`config.mk`:
```
export PLATFORM = sky130hd
export DESIGN_NAME = phimap_term_sched
export DESIGN_NICKNAME = d
export VERILOG_FILES = /design/src/rtl/phimap_term_sched.sv
export SDC_FILE = /design/constraint.sdc
export NUM_CORES = 1
export LEC_CHECK = 0
export ABC_CLOCK_PERIOD_IN_PS = 2000
export CORE_MARGIN = 2
export CORE_UTILIZATION = 41
export CTS_BUF_LIST = sky130_fd_sc_hd__clkbuf_2 sky130_fd_sc_hd__clkbuf_4 sky130_fd_sc_hd__clkbuf_8
export DETAILED_ROUTE_END_ITERATION = 12
export GPL_ROUTABILITY_DRIVEN = 0
export PLACE_DENSITY_LB_ADDON = 0.25
export SYNTH_ARGS = -nofsm -noshare
export SYNTH_HDL_FRONTEND = slang
export SYNTH_SLANG_ARGS = --single-unit
```
`constraint.sdc`:
```
create_clock -name clk -period 2 [get_ports clk]
set_clock_uncertainty 0.1 [all_clocks]
set_input_delay 0.2 -clock clk [delete_from_list [all_inputs] [get_ports clk]]
set_output_delay 0.2 -clock clk [all_outputs]
set_load 0.01 [all_outputs]
```
`src/rtl/phimap_term_sched.sv`:
```
// phimap_term_sched: serialises one log-domain functional-link expansion per
// input sample onto a single shared log-sin/log-cos LUT port. Term 0 is the
// log|x| value; terms 1..Q_ORD-1 alternate sin/cos of each harmonic angle map.
// Optional feature macro: PHIMAP_SKIP_DEGENERATE_EN. When defined, trig terms
// whose value is log(0) skip the LUT round trip and are emitted directly.
module phimap_term_sched #(
    parameter int Q_ORD     = 7,
    parameter int LUT_WIDTH = 7,
    parameter int LOG_WIDTH = 17,
    parameter int LUT_DW    = 16,
    localparam int H        = (Q_ORD - 1) / 2,
    localparam int IDX_W    = $clog2(Q_ORD)
) (
    input  logic                     clk,
    input  logic                     reset,
    input  logic                     in_valid,
    output logic                     in_ready,
    input  logic [LOG_WIDTH-1:0]     in_log,
    input  logic                     in_log_sign,
    input  logic                     in_log_nz,
    input  logic [H*LUT_WIDTH-1:0]   in_map,
    input  logic [2*H-1:0]           in_trig_sign,
    output logic                     lut_en,
    output logic [LUT_WIDTH-1:0]     lut_addr,
    output logic                     lut_cos,
    input  logic [LUT_DW-1:0]        lut_data,
    output logic                     out_valid,
    input  logic                     out_ready,
    output logic [LOG_WIDTH-1:0]     out_data,
    output logic [IDX_W-1:0]         out_idx,
    output logic                     out_sign,
    output logic                     out_nz,
    output logic                     out_last
);

    localparam logic [IDX_W-1:0]     LAST_IDX = IDX_W'(Q_ORD - 1);
    // Angle map value at which cos is zero (quarter turn), so log-cos is -inf.
    localparam logic [LUT_WIDTH-1:0] COS_NULL = LUT_WIDTH'(1) << (LUT_WIDTH - 1);

    typedef enum logic [1:0] {IDLE, LOOKUP, CAPTURE, EMIT} state_t;

    state_t                   state_q, state_d;
    logic                     in_ready_q, in_ready_d;
    logic [H*LUT_WIDTH-1:0]   map_q, map_d;
    logic [2*H-1:0]           trig_sign_q, trig_sign_d;
    logic                     lut_en_q, lut_en_d;
    logic [LUT_WIDTH-1:0]     lut_addr_q, lut_addr_d;
    logic                     lut_cos_q, lut_cos_d;
    logic                     out_valid_q, out_valid_d;
    logic [LOG_WIDTH-1:0]     out_data_q, out_data_d;
    logic [IDX_W-1:0]         out_idx_q, out_idx_d;
    logic                     out_sign_q, out_sign_d;
    logic                     out_nz_q, out_nz_d;
    logic                     out_last_q, out_last_d;

    logic [IDX_W-1:0]         next_idx;
    logic [LUT_WIDTH-1:0]     next_map;
    logic                     next_cos;
    logic [LUT_WIDTH-1:0]     cur_map;
    logic                     cur_cos;

    // Term idx >= 1 belongs to harmonic (idx-1)>>1; odd idx is sin, even is cos.
    function automatic logic [LUT_WIDTH-1:0] harmonic_map(
        input logic [H*LUT_WIDTH-1:0] maps,
        input logic [IDX_W-1:0]       idx
    );
        logic [IDX_W-1:0] h;
        h = (idx - IDX_W'(1)) >> 1;
        return maps[int'(h)*LUT_WIDTH +: LUT_WIDTH];
    endfunction

    function automatic logic is_degenerate(
        input logic [LUT_WIDTH-1:0] m,
        input logic                 use_cos
    );
        return use_cos ? (m == COS_NULL) : (m == '0);
    endfunction

    assign next_idx = out_idx_q + IDX_W'(1);
    assign next_map = harmonic_map(map_q, next_idx);
    assign next_cos = ~next_idx[0];
    assign cur_map  = harmonic_map(map_q, out_idx_q);
    assign cur_cos  = ~out_idx_q[0];

    // Next-state and next-output computation for the term sequencer.
    always_comb begin
        state_d     = state_q;
        in_ready_d  = in_ready_q;
        map_d       = map_q;
        trig_sign_d = trig_sign_q;
        lut_en_d    = 1'b0;
        lut_addr_d  = lut_addr_q;
        lut_cos_d   = lut_cos_q;
        out_valid_d = out_valid_q;
        out_data_d  = out_data_q;
        out_idx_d   = out_idx_q;
        out_sign_d  = out_sign_q;
        out_nz_d    = out_nz_q;
        out_last_d  = out_last_q;

        case (state_q)
            IDLE: begin
                in_ready_d = 1'b1;
                if (in_ready_q && in_valid) begin
                    map_d       = in_map;
                    trig_sign_d = in_trig_sign;
                    out_data_d  = in_log;
                    out_sign_d  = in_log_sign;
                    out_nz_d    = in_log_nz;
                    out_idx_d   = '0;
                    out_last_d  = 1'b0;
                    out_valid_d = 1'b1;
                    in_ready_d  = 1'b0;
                    state_d     = EMIT;
                end
            end
            EMIT: begin
                if (out_ready) begin
                    out_valid_d = 1'b0;
                    out_last_d  = 1'b0;
                    if (out_idx_q == LAST_IDX) begin
                        in_ready_d = 1'b1;
                        state_d    = IDLE;
                    end else begin
                        out_idx_d  = next_idx;
                        lut_en_d   = 1'b1;
                        lut_addr_d = next_map;
                        lut_cos_d  = next_cos;
                        state_d    = LOOKUP;
`ifdef PHIMAP_SKIP_DEGENERATE_EN
                        if (is_degenerate(next_map, next_cos)) begin
                            lut_en_d    = 1'b0;
                            lut_addr_d  = lut_addr_q;
                            lut_cos_d   = lut_cos_q;
                            out_data_d  = '0;
                            out_nz_d    = 1'b0;
                            out_sign_d  = trig_sign_q[next_idx - IDX_W'(1)];
                            out_last_d  = (next_idx == LAST_IDX);
                            out_valid_d = 1'b1;
                            state_d     = EMIT;
                        end
`endif
                    end
                end
            end
            LOOKUP: begin
                state_d = CAPTURE;
            end
            CAPTURE: begin
                out_data_d  = {{(LOG_WIDTH-LUT_DW){lut_data[LUT_DW-1]}}, lut_data};
                out_sign_d  = trig_sign_q[out_idx_q - IDX_W'(1)];
                out_nz_d    = ~is_degenerate(cur_map, cur_cos);
                out_last_d  = (out_idx_q == LAST_IDX);
                out_valid_d = 1'b1;
                state_d     = EMIT;
            end
            default: begin
                state_d = IDLE;
            end
        endcase
    end

    // State and registered outputs; reset discards any in-flight sample.
    always_ff @(posedge clk) begin
        if (!reset) begin
            state_q     <= IDLE;
            in_ready_q  <= 1'b0;
            map_q       <= '0;
            trig_sign_q <= '0;
            lut_en_q    <= 1'b0;
            lut_addr_q  <= '0;
            lut_cos_q   <= 1'b0;
            out_valid_q <= 1'b0;
            out_data_q  <= '0;
            out_idx_q   <= '0;
            out_sign_q  <= 1'b0;
            out_nz_q    <= 1'b0;
            out_last_q  <= 1'b0;
        end else begin
            state_q     <= state_d;
            in_ready_q  <= in_ready_d;
            map_q       <= map_d;
            trig_sign_q <= trig_sign_d;
            lut_en_q    <= lut_en_d;
            lut_addr_q  <= lut_addr_d;
            lut_cos_q   <= lut_cos_d;
            out_valid_q <= out_valid_d;
            out_data_q  <= out_data_d;
            out_idx_q   <= out_idx_d;
            out_sign_q  <= out_sign_d;
            out_nz_q    <= out_nz_d;
            out_last_q  <= out_last_d;
        end
    end

    assign in_ready  = in_ready_q;
    assign lut_en    = lut_en_q;
    assign lut_addr  = lut_addr_q;
    assign lut_cos   = lut_cos_q;
    assign out_valid = out_valid_q;
    assign out_data  = out_data_q;
    assign out_idx   = out_idx_q;
    assign out_sign  = out_sign_q;
    assign out_nz    = out_nz_q;
    assign out_last  = out_last_q;

endmodule

```
==> flow_metrics.py <==
metrics = {
    "status": {
        "status": "finished, final reports clean",
    },
    "cts": {
        "clockRootBuffer": "clkbuf_8",
        "cts_tree": "yes",
        "cts_made_buffers": 9,
        "path_clk_slew_ns": 0.07,
        "cts-resized-gates": 0,
        "clock_latency_ns": 0.33,
        "ctsHoldBuffers": 0,
        "post_cts_buffers": 0,
        "cts_max_level": 3,
        "cts_buffer_depth": 2,
        "cts_sinks": 63,
    },
    "route": {
        "drtPass1Iterations": 5,
        "drt-total-wl_um": 7340,
        "drc_errors": 0,
        "drtAntennaViolNets": 0,
        "wl_met3_um": 379,
        "top_layer": "met4",
        "vias": 2657,
        "drtIter0Drc": 207,
        "wl_met1_um": 3300,
        "avgRoutedWirePerCell_um": 14.6,
        "drt-vias-per-instance": 5.30,
        "met2_length_um": 3540,
    },
    "timing": {
        "worstMarginPinSlew_ns": 0.677,
        "setup-tns-final_ns": 0,
        "grt_setup_unrepaired": "no",
        "post-route-period-util": 0.926,
        "finalSetupViolations": 0,
        "min_period_ns": 1.85,
        "maxSlewHeadroom": 0.549,
        "drv_slew": 0,
        "hold_viol": 0,
        "fmaxAchievable_mhz": 540,
    },
    "setup_path": {
        "setup.worst_path.end_class": "flop",
        "cp-start-kind": "flop",
        "worst_r2r_endpoint": "lut_addr[3]",
        "worst_path_max_delay_cell": "mux2_2",
        "slowest_delay_ns": 0.36,
        "cp.required_ns": 2.12,
        "rrSetupSlack_ns": 0.15,
        "criticalPathCategory": "reg -> reg",
        "cp.arrival_ns": 1.98,
        "worst_path_dominant_cell_family": "multiplexers",
        "rr_worst_depth": 6,
        "path_max_fanout": 7,
        "worst_path_most_repeated_cell": "o21ai_1",
        "regToRegStartpoint": "out_idx[0]",
        "path_buf_inv": 1,
        "path_cells": "inv_1 > ha_4 > xor2_4 > mux2_2 > o21ai_1 > o21ai_1",
    },
    "global_route": {
        "grt_pass1_vias": 2450,
        "grt-ovfl-total": 0,
        "antenna_found_initial": 0,
        "grt_max_degree": 40,
        "grt_usage": 0.206,
        "grt_pass1_wl_um": 11800,
    },
    "synth": {
        "async_flop_share": 0,
        "synth_area_leaders": "dfxtp_1, nand2_1, a21oi_1",
        "yosysUniqueCellTypes": 41,
        "synth-seq-cells": 63,
        "avgSynthCellArea_sq_um": 8.46,
        "netlist_instances": 323,
        "yosys.area.top_type": "dfxtp_1",
        "ys_seq_area_frac": 0.462,
        "ys.flop_type": "dfxtp_1",
        "ys.warnings.count": 0,
        "yosys.area.top_type_share": 0.462,
        "synth-edff-count": 0,
        "synth_area_sq_um": 2730,
        "synth_nets": 392,
    },
    "finish": {
        "drive_gt1_frac": 0.0896,
        "antenna_cells": 0,
        "seqCellArea_sq_um": 1260,
        "fillers": 589,
        "final_area_sq_um": 3960,
        "nets": 492,
        "multi_input_area_sq_um": 1310,
        "final_common_cell": "clkdlybuf4s50_1",
        "area_delta_synth_final_pct": 44.9,
        "mostFrequentLayoutCells": "clkdlybuf4s50_1, nand2_1, dfxtp_1, a21oi_1, nor2_1",
        "instances_no_fill": 501,
    },
    "die": {
        "die_x_um": 85.6,
        "die_h_um": 85.6,
        "dieArea_sq_um": 7330,
        "core_sq_um": 6390,
        "initial_core_util": 0.428,
        "io_pins": 100,
        "num_rows": 29,
    },
    "hold_path": {
        "hold_path.class": "in -> reg",
        "min_path_cells": 3,
        "whs_endpoint": "map_q[8]",
        "min-delay-start": "in_map[8]",
    },
    "power_and_ir_drop": {
        "p_per_area_nw_per_um2": 754,
        "p_leak_nw": 1.43,
        "ir_worst_vdd_v": 0.000442,
    },
    "place": {
        "dp_hpwl_um": 5410,
        "io_buffer_count": 99,
        "placed_area_sq_um": 3810,
        "placedCellCount": 489,
    },
    "flow_run": {
        "maxCapViolCount": 0,
    },
}
## per-layer routing
metal  vias up  global-route usage
li1       1333                   -
met4         0              0.0924
met2        74               0.337
met1      1238               0.265
met5         -                   0
met3        12              0.0366
## cells by family after synthesis
logic type,after synthesis,synth area share
AND/OR/NAND/NOR,118,0.185
AO/OA/AOI/OAI,90,0.217
flip-flops,63,0.462
buffers and inverters,36,0.0650
multiplexers,8,0.0353
XOR/XNOR,5,0.0229
adder cells (fa/ha/maj),3,0.0137
## synth_stat cells (2+ instances only)
cell type / count
nor2_1: 20
o31ai_1: 4
xnor2_1: 3
o21ai_1: 4
a22oi_1: 3
buf_6: 2
inv_1: 10
dfxtp_1: 63
nor4_1: 3
buf_2: 13
a21oi_1: 37
clkbuf_1: 7
a31oi_1: 4
mux2i_1: 4
nand3_1: 11
nand2_1: 74
buf_4: 3
a21oi_2: 3
nand4_1: 2
nand2b_1: 2
a222oi_1: 15
o21ai_0: 9
o21a_1: 2
a21o_1: 3
nor3_1: 2
ha_1: 3
mux2_2: 3
## flip-flops by register name, summed over array words and instances, names as in the netlist
signal / count
trig_sign_q: 6
out_idx: 3
map_q: 21
out_valid: 1
lut_en: 1
out_last: 1
state_q: 2
out_sign: 1
out_nz: 1
in_ready: 1
lut_cos: 1
out_data: 17
lut_addr: 7
## where the power goes
part           switching (mW)  leakage (nW)  internal [mW]  total, mW
Clock                   0.428        0.0764          0.414      0.842
Sequential             0.0807         0.513           1.36       1.44
Combinational           0.322         0.838          0.379      0.702
Total                   0.831          1.43           2.15       2.99
## worst reg2reg max path: stages (launching register included)
cell	delay (ns)
dfxtp_1	0.34
inv_1	0.08
ha_4	0.33
xor2_4	0.26
mux2_2	0.37
o21ai_1	0.19
o21ai_1	0.08
## through the flow
step                hold WS (ns)  utilization  total power [mW]  setup WS [ns]
floorplan                  0.230            -              1.83         0.0161
detailed placement         0.348        0.597              2.17         0.0177
finish                     0.318        0.620              2.99          0.147
global route               0.316        0.620              3.13         0.0703
global placement           0.343        0.597              2.15         0.0560
CTS                        0.303        0.619              3.01          0.107
## layout make-up
class                      instances  area share
clock inverter                     3     0.00379
tap                               77      0.0243
multi-input combinational        224       0.330
sequential                        63       0.318
inverter                          11      0.0104
timing repair buffer             114       0.282
clock buffer                       9      0.0313
## worst max path at each step
stage	start	endpoint	depth (start not counted)	slack, ns
detailed placement	in_valid	out_sign	5	0.02
finish	out_idx[0]	lut_addr[3]	6	0.15
CTS	out_idx[0]	lut_addr[3]	6	0.11
floorplan	out_idx[0]	lut_addr[3]	7	0.02
global placement	in_valid	out_sign	5	0.06
global route	out_idx[0]	lut_addr[3]	6	0.07
(Power assumes the default switching activity.)
==> variant 1, RTL diff (same flow settings) <==
`out_data_q` no longer has a reset.
--- a/src/rtl/phimap_term_sched.sv
+++ b/src/rtl/phimap_term_sched.sv
@@ -172,5 +172,4 @@
             lut_cos_q   <= 1'b0;
             out_valid_q <= 1'b0;
-            out_data_q  <= '0;
             out_idx_q   <= '0;
             out_sign_q  <= 1'b0;
@@ -186,5 +185,4 @@
             lut_cos_q   <= lut_cos_d;
             out_valid_q <= out_valid_d;
-            out_data_q  <= out_data_d;
             out_idx_q   <= out_idx_d;
             out_sign_q  <= out_sign_d;
@@ -192,4 +190,8 @@
             out_last_q  <= out_last_d;
         end
+    end
+
+    always_ff @(posedge clk) begin
+        out_data_q <= out_data_d;
     end
 
Function: differs if reset is asserted again (counterexample within 4 cycles, from zero or initial values and one cycle with reset low); with reset held inactive, the same outputs for 10 cycles.
==> variant 1 against the unedited design <==
Final area up 4.9%. Clock power up 29%. Combinational power down 5.3%. Area after synthesis up 4.1%. Fmax down 0.85%. Routed wire length down 3.1%. Setup slack worse by 16 ps. Sequential cell count unchanged. Power up 9.1%. Utilization down 0.51 points. Count of clock-buffer cells in the layout up 3. Largest cell class is now flip-flops and latches.
==> variant 1: results (changes against the unedited design) <==
| Metric | Value |
|---|---|
| R2r setup slk | 130 ps (-20 ps) |
| Post-synthesis xor/xnor area fraction | 0.02464 (+0.001743) |
| Pre-antenna DRT Iters | 4 (-1) |
| Worst Path Max Fanout | 9 (+2) |
| Synth area leaders | dfxtp_1 32%, edfxtp_1 18%, nand2_1 9.5% |
| Via Count | 2,511 (-5.5%) |
| DP Area | 3950 sq um (+3.6%) |
| Cells after DPL | 476 (-2.7%) |
| CP max stage delay | 400 ps (+40 ps) |
| R2R cell count | 8 (+2) |
| Slowest CP cell | ha_1 |
| Most frequent cells after synthesis | 72 x nand2_1, 46 x dfxtp_1, 34 x a21oi_1 |
| Final #Nets | 476 (-3.3%) |
| Met1 Use GR | 0.2282 (-0.03718) |
| First-pass GRT wire length | 10,830 um (-8.5%) |
| Crit path DAT | 2030 ps (+50 ps) |
| Gr usage total | 0.1832 (-0.02242) |
| M3 GR Usage | 0.04929 (+0.01272) |
| Post-synthesis mux area share | 0.09987 (+0.06461) |
| Initial DRC count | 103 (-50%) |
| Sequential cell area fraction in the yosys report | 0.5033 (+0.04176) |
| EDFF count, synth | 17 (+17) |
| Largest net degree at the start of global routing | 37 (-7.5%) |
| Fillcell total | 569 (-3.4%) |
| Area of the multi-input gates | 1271 sq um (-2.7%) |
| Relative slew slack | 0.7271 (+0.1783) |
| Mean Syn Cell Area | 9.386 sq um (+11%) |
| DR vias/cell | 5.104 (-3.8%) |
| Status | completed |
| Pleak | 1.499 nW (+5.1%) |
## variant 1: cell types whose count changed in the layout (fill, tap and decap cells not counted), sizes merged, moves of 4 or more
cell    unedited run  this run
dfxtp             63        46
nor2              21         9
edfxtp             0        17
nor3               2         6
a222oi            15         0
a21oi             40        34
mux2               3        17
## variant 1: layout make-up
class,instances,area share
Tap cell,80,0.02409
Clock buffer,12,0.03674
Timing Repair Buffer,114,0.2686
Clock inverter,4,0.01114
Sequential cell,63,0.3445
Inverter,10,0.009033
Multi-Input combinational cell,209,0.3059
## variant 1: metal layers
layer  part of all wire  up-vias
li1                   -     1260
met1               0.45     1144
met2               0.46       98
met3              0.071        9
met4              0.011        0
met5                  0        -
## variant 1: worst max-delay path by stage
stage / depth (start not counted) / to / startpoint
global placement: 5 / out_data[10] / in_valid
detailed placement: 8 / lut_addr[1] / out_idx[0]
floorplan: 8 / lut_addr[3] / out_idx[0]
CTS: 8 / lut_addr[1] / out_idx[0]
global route: 8 / lut_addr[1] / out_idx[0]
finish: 8 / lut_addr[1] / out_idx[0]
## variant 1: metrics by stage
step	setup slack (ps)	hold slack (ps)
floorplan	2.225	236.0
global placement	171.5	344.1
detailed placement	146.5	350.7
CTS	134.8	296.1
global route	15.68	308.9
finish	131.7	312.1
## variant 1: power groups by stage
stage	sequential (mW)	clock, mW	combinational [mW]
final	1.50	1.09	0.665
after global routing	1.51	1.19	0.722
after CTS	1.50	1.13	0.671
after detailed placement	1.53	0	0.669
after global placement	1.52	0	0.659
after floorplan	1.54	0	0.294
## variant 1: tightest hold or removal path, stage by stage
cell             delay, ps
clkdlybuf4s50_1        390
nand2_1                 50
a21oi_1                 50
==> variant 2, RTL diff (same settings) <==
Made on the original files. The option `PHIMAP_SKIP_DEGENERATE_EN` is turned on by a define.
--- a/src/rtl/phimap_term_sched.sv
+++ b/src/rtl/phimap_term_sched.sv
@@ -4,4 +4,6 @@
 // Optional feature macro: PHIMAP_SKIP_DEGENERATE_EN. When defined, trig terms
 // whose value is log(0) skip the LUT round trip and are emitted directly.
+`define PHIMAP_SKIP_DEGENERATE_EN
+
 module phimap_term_sched #(
     parameter int Q_ORD     = 7,
Behaviour: not the same (Yosys sat finds a counterexample within 4 cycles, from zero or initial values and one cycle with reset low).
==> variant 2 against the unedited design <==
The run now ends with setup timing left. Sequential share of layout area decreased by 6.5 points. Sequential cell count unchanged. Count of clock-buffer cells in the layout up 4. Routed wire length up 33%. Final area increased by 26%. Setup slack worse by 670 ps. Final cell count up 23%. Area after synthesis grew 12%. Critical path depth up 6. Power up 33%. Largest power group unchanged.
==> variant 2: results (changes against the unedited design) <==
| Metric | Value |
|---|---|
| Status | finished with violations |
| Failing checks | setup timing |
| Fillcell total | 584 (-0.85%) |
| DR vias/cell | 5.402 (+1.9%) |
| Max reg flops | 21 (unchanged) |
| Setup tns final | -13,840 ps (-13,840 ps) |
| Worst hold path type | input pin to flop |
| Initial DRC count | 175 (-15%) |
| Crit path launch | out_idx[1] |
| Synth area leaders | dfxtp_1 41%, a21oi_1 9.6%, nand2_1 8.3% |
| R2R cell count | 12 (+6) |
| Worst-Skew Late Latency | 330 ps (about the same) |
| Setup ws final | -522.2 ps (-669.6 ps) |
| Vias in the first global route | 3,311 (+35%) |
| R2R Path End | out_data[8] |
| Sequential cell area fraction in the yosys report | 0.4111 (-0.05045) |
| Cells after DPL | 588 (+20%) |
| Pre-CTS WS | -506.4 ps (-524.1 ps) |
| CTS Buf Count | 9 (unchanged) |
| First-pass GRT wire length | 16,010 um (+35%) |
| Synth top area share | 0.4111 (-0.05045) |
| Layout cells sized above 1 | 0.2272 (+0.1376) |
| FF-to-FF Start | out_idx[1] |
| Routed WL per cell | 15.92 um (+8.7%) |
| Netlist cell types | 46 (+12%) |
| Initial antenna violation count | 0 (unchanged) |
| Syn nets | 447 (+14%) |
| Gr usage total | 0.2386 (+0.03290) |
| ANT cells | 0 (unchanged) |
| H-tree levels | 3 (unchanged) |
| Asr flop ratio synth | 0 (unchanged) |
| Worst slew pin tran | 379.8 ps (-297.1 ps) |
| DP HPWL | 6540 um (+21%) |
| Pre-antenna DRT Iters | 4 (-1) |
| Largest net degree at the start of global routing | 49 (+23%) |
| Final setup vio count | 31 (+31) |
| Post-synth top flop | dfxtp_1 |
| Worst vdd rail ir drop | 0.3915 mV (-11%) |
| DP Area | 4472 sq um (+17%) |
| Most frequent cells after synthesis | 68 x nand2_1, 63 x dfxtp_1, 59 x a21oi_1 |
| DRT Wirelength | 9773 um (+33%) |
| Pleak | 1.881 nW (+32%) |
| CP max stage delay | 330 ps (-30 ps) |
| Post-Syn Instances | 377 (+17%) |
| Crit path DAT | 2680 ps (+700 ps) |
| Slowest CP cell | dfxtp_2 |
| Final #Nets | 580 (+18%) |
==> variant 2: changes by cell type after synthesis, sizes merged, moves of 10 or more <==
cell    delta
a222oi    -15
a211oi    +17
a221oi    +17
a21oi     +19
nor3      +10
clkbuf    +17
==> variant 2: logic make-up after synthesis <==
group / share of synthesized area
and+or+nand+nor: 0.1921
AOI/OAI and AO/OA: 0.2602
DFF: 0.4111
buffers and inverters: 0.06158
muxes: 0.04772
adders and majority gates: 0.01631
xor gates and xnor gates: 0.01101
==> variant 2: layout make-up <==
class,instances,area [sq um],share of cell area
Timing Repair Buffer,155,1565,0.3129
Clock buffer,13,172.7,0.03452
Sequential cell,63,1266,0.2531
Inverter,9,36.28,0.007254
Clock inverter,3,40.04,0.008004
Multi-Input combinational cell,272,1798,0.3594
Tap cell,99,123.9,0.02476
==> variant 2: worst max-delay path: cells and delay by family, from the launching register on <==
kind | cells | cell delay (ps)
adders and majority gates | 1 | 260
xor gates and xnor gates | 1 | 210
buffers and inverters | 4 | 480
AOI/OAI and AO/OA | 4 | 700
and+or+nand+nor | 1 | 160
DFF | 1 | 330
muxes | 1 | 200
==> variant 2: metal layers <==
| layer | vias to the layer above | track usage | part of all wire |
|---|---|---|---|
| met5 | - | 0 | 0 |
| met4 | 0 | 0.08205 | 0.017 |
| met3 | 16 | 0.05175 | 0.061 |
| met2 | 96 | 0.4223 | 0.50 |
| met1 | 1569 | 0.2843 | 0.42 |
| li1 | 1636 | - | - |
==> variant 2: per-stage QoR <==
step | utilization | hold slack, ps
global placement | 0.6165 | 345.5
detailed placement | 0.6165 | 355.1
floorplan | - | 236.0
finish | 0.6897 | 309.7
global route | 0.6897 | 302.4
CTS | 0.6778 | 294.6
==> variant 2: what timing repair did <==
| action | CTS | global route |
|---|---|---|
| setup buffers | 5 | 4 |
| resized for setup | 37 | 12 |
| pin swaps | 24 | 12 |
| setup endpoints to repair | 31 | 31 |
| cloned | 2 | 0 |
| hold endpoints to repair | 0 | 0 |
==> variant 2: worst min-delay path by stage <==
stage,from,endpoint,slack (ps),cells after the start
6_report,in_trig_sign[1],trig_sign_q[1],310,3
5_1_grt,in_map[20],map_q[20],300,3
4_1_cts,in_map[20],map_q[20],290,3
3_5_place_dp,out_data[16],out_data[16],360,2
3_3_place_gp,out_valid,out_valid,350,2
2_1_floorplan,in_trig_sign[0],trig_sign_q[0],240,2
==> variant 2: where the power goes <==
group          internal [mW]  switching (mW)  leakage, nW
logic                  0.693           0.633         1.25
registers               1.39          0.0980        0.516
clock network          0.688           0.474        0.113
total                   2.78            1.21         1.88
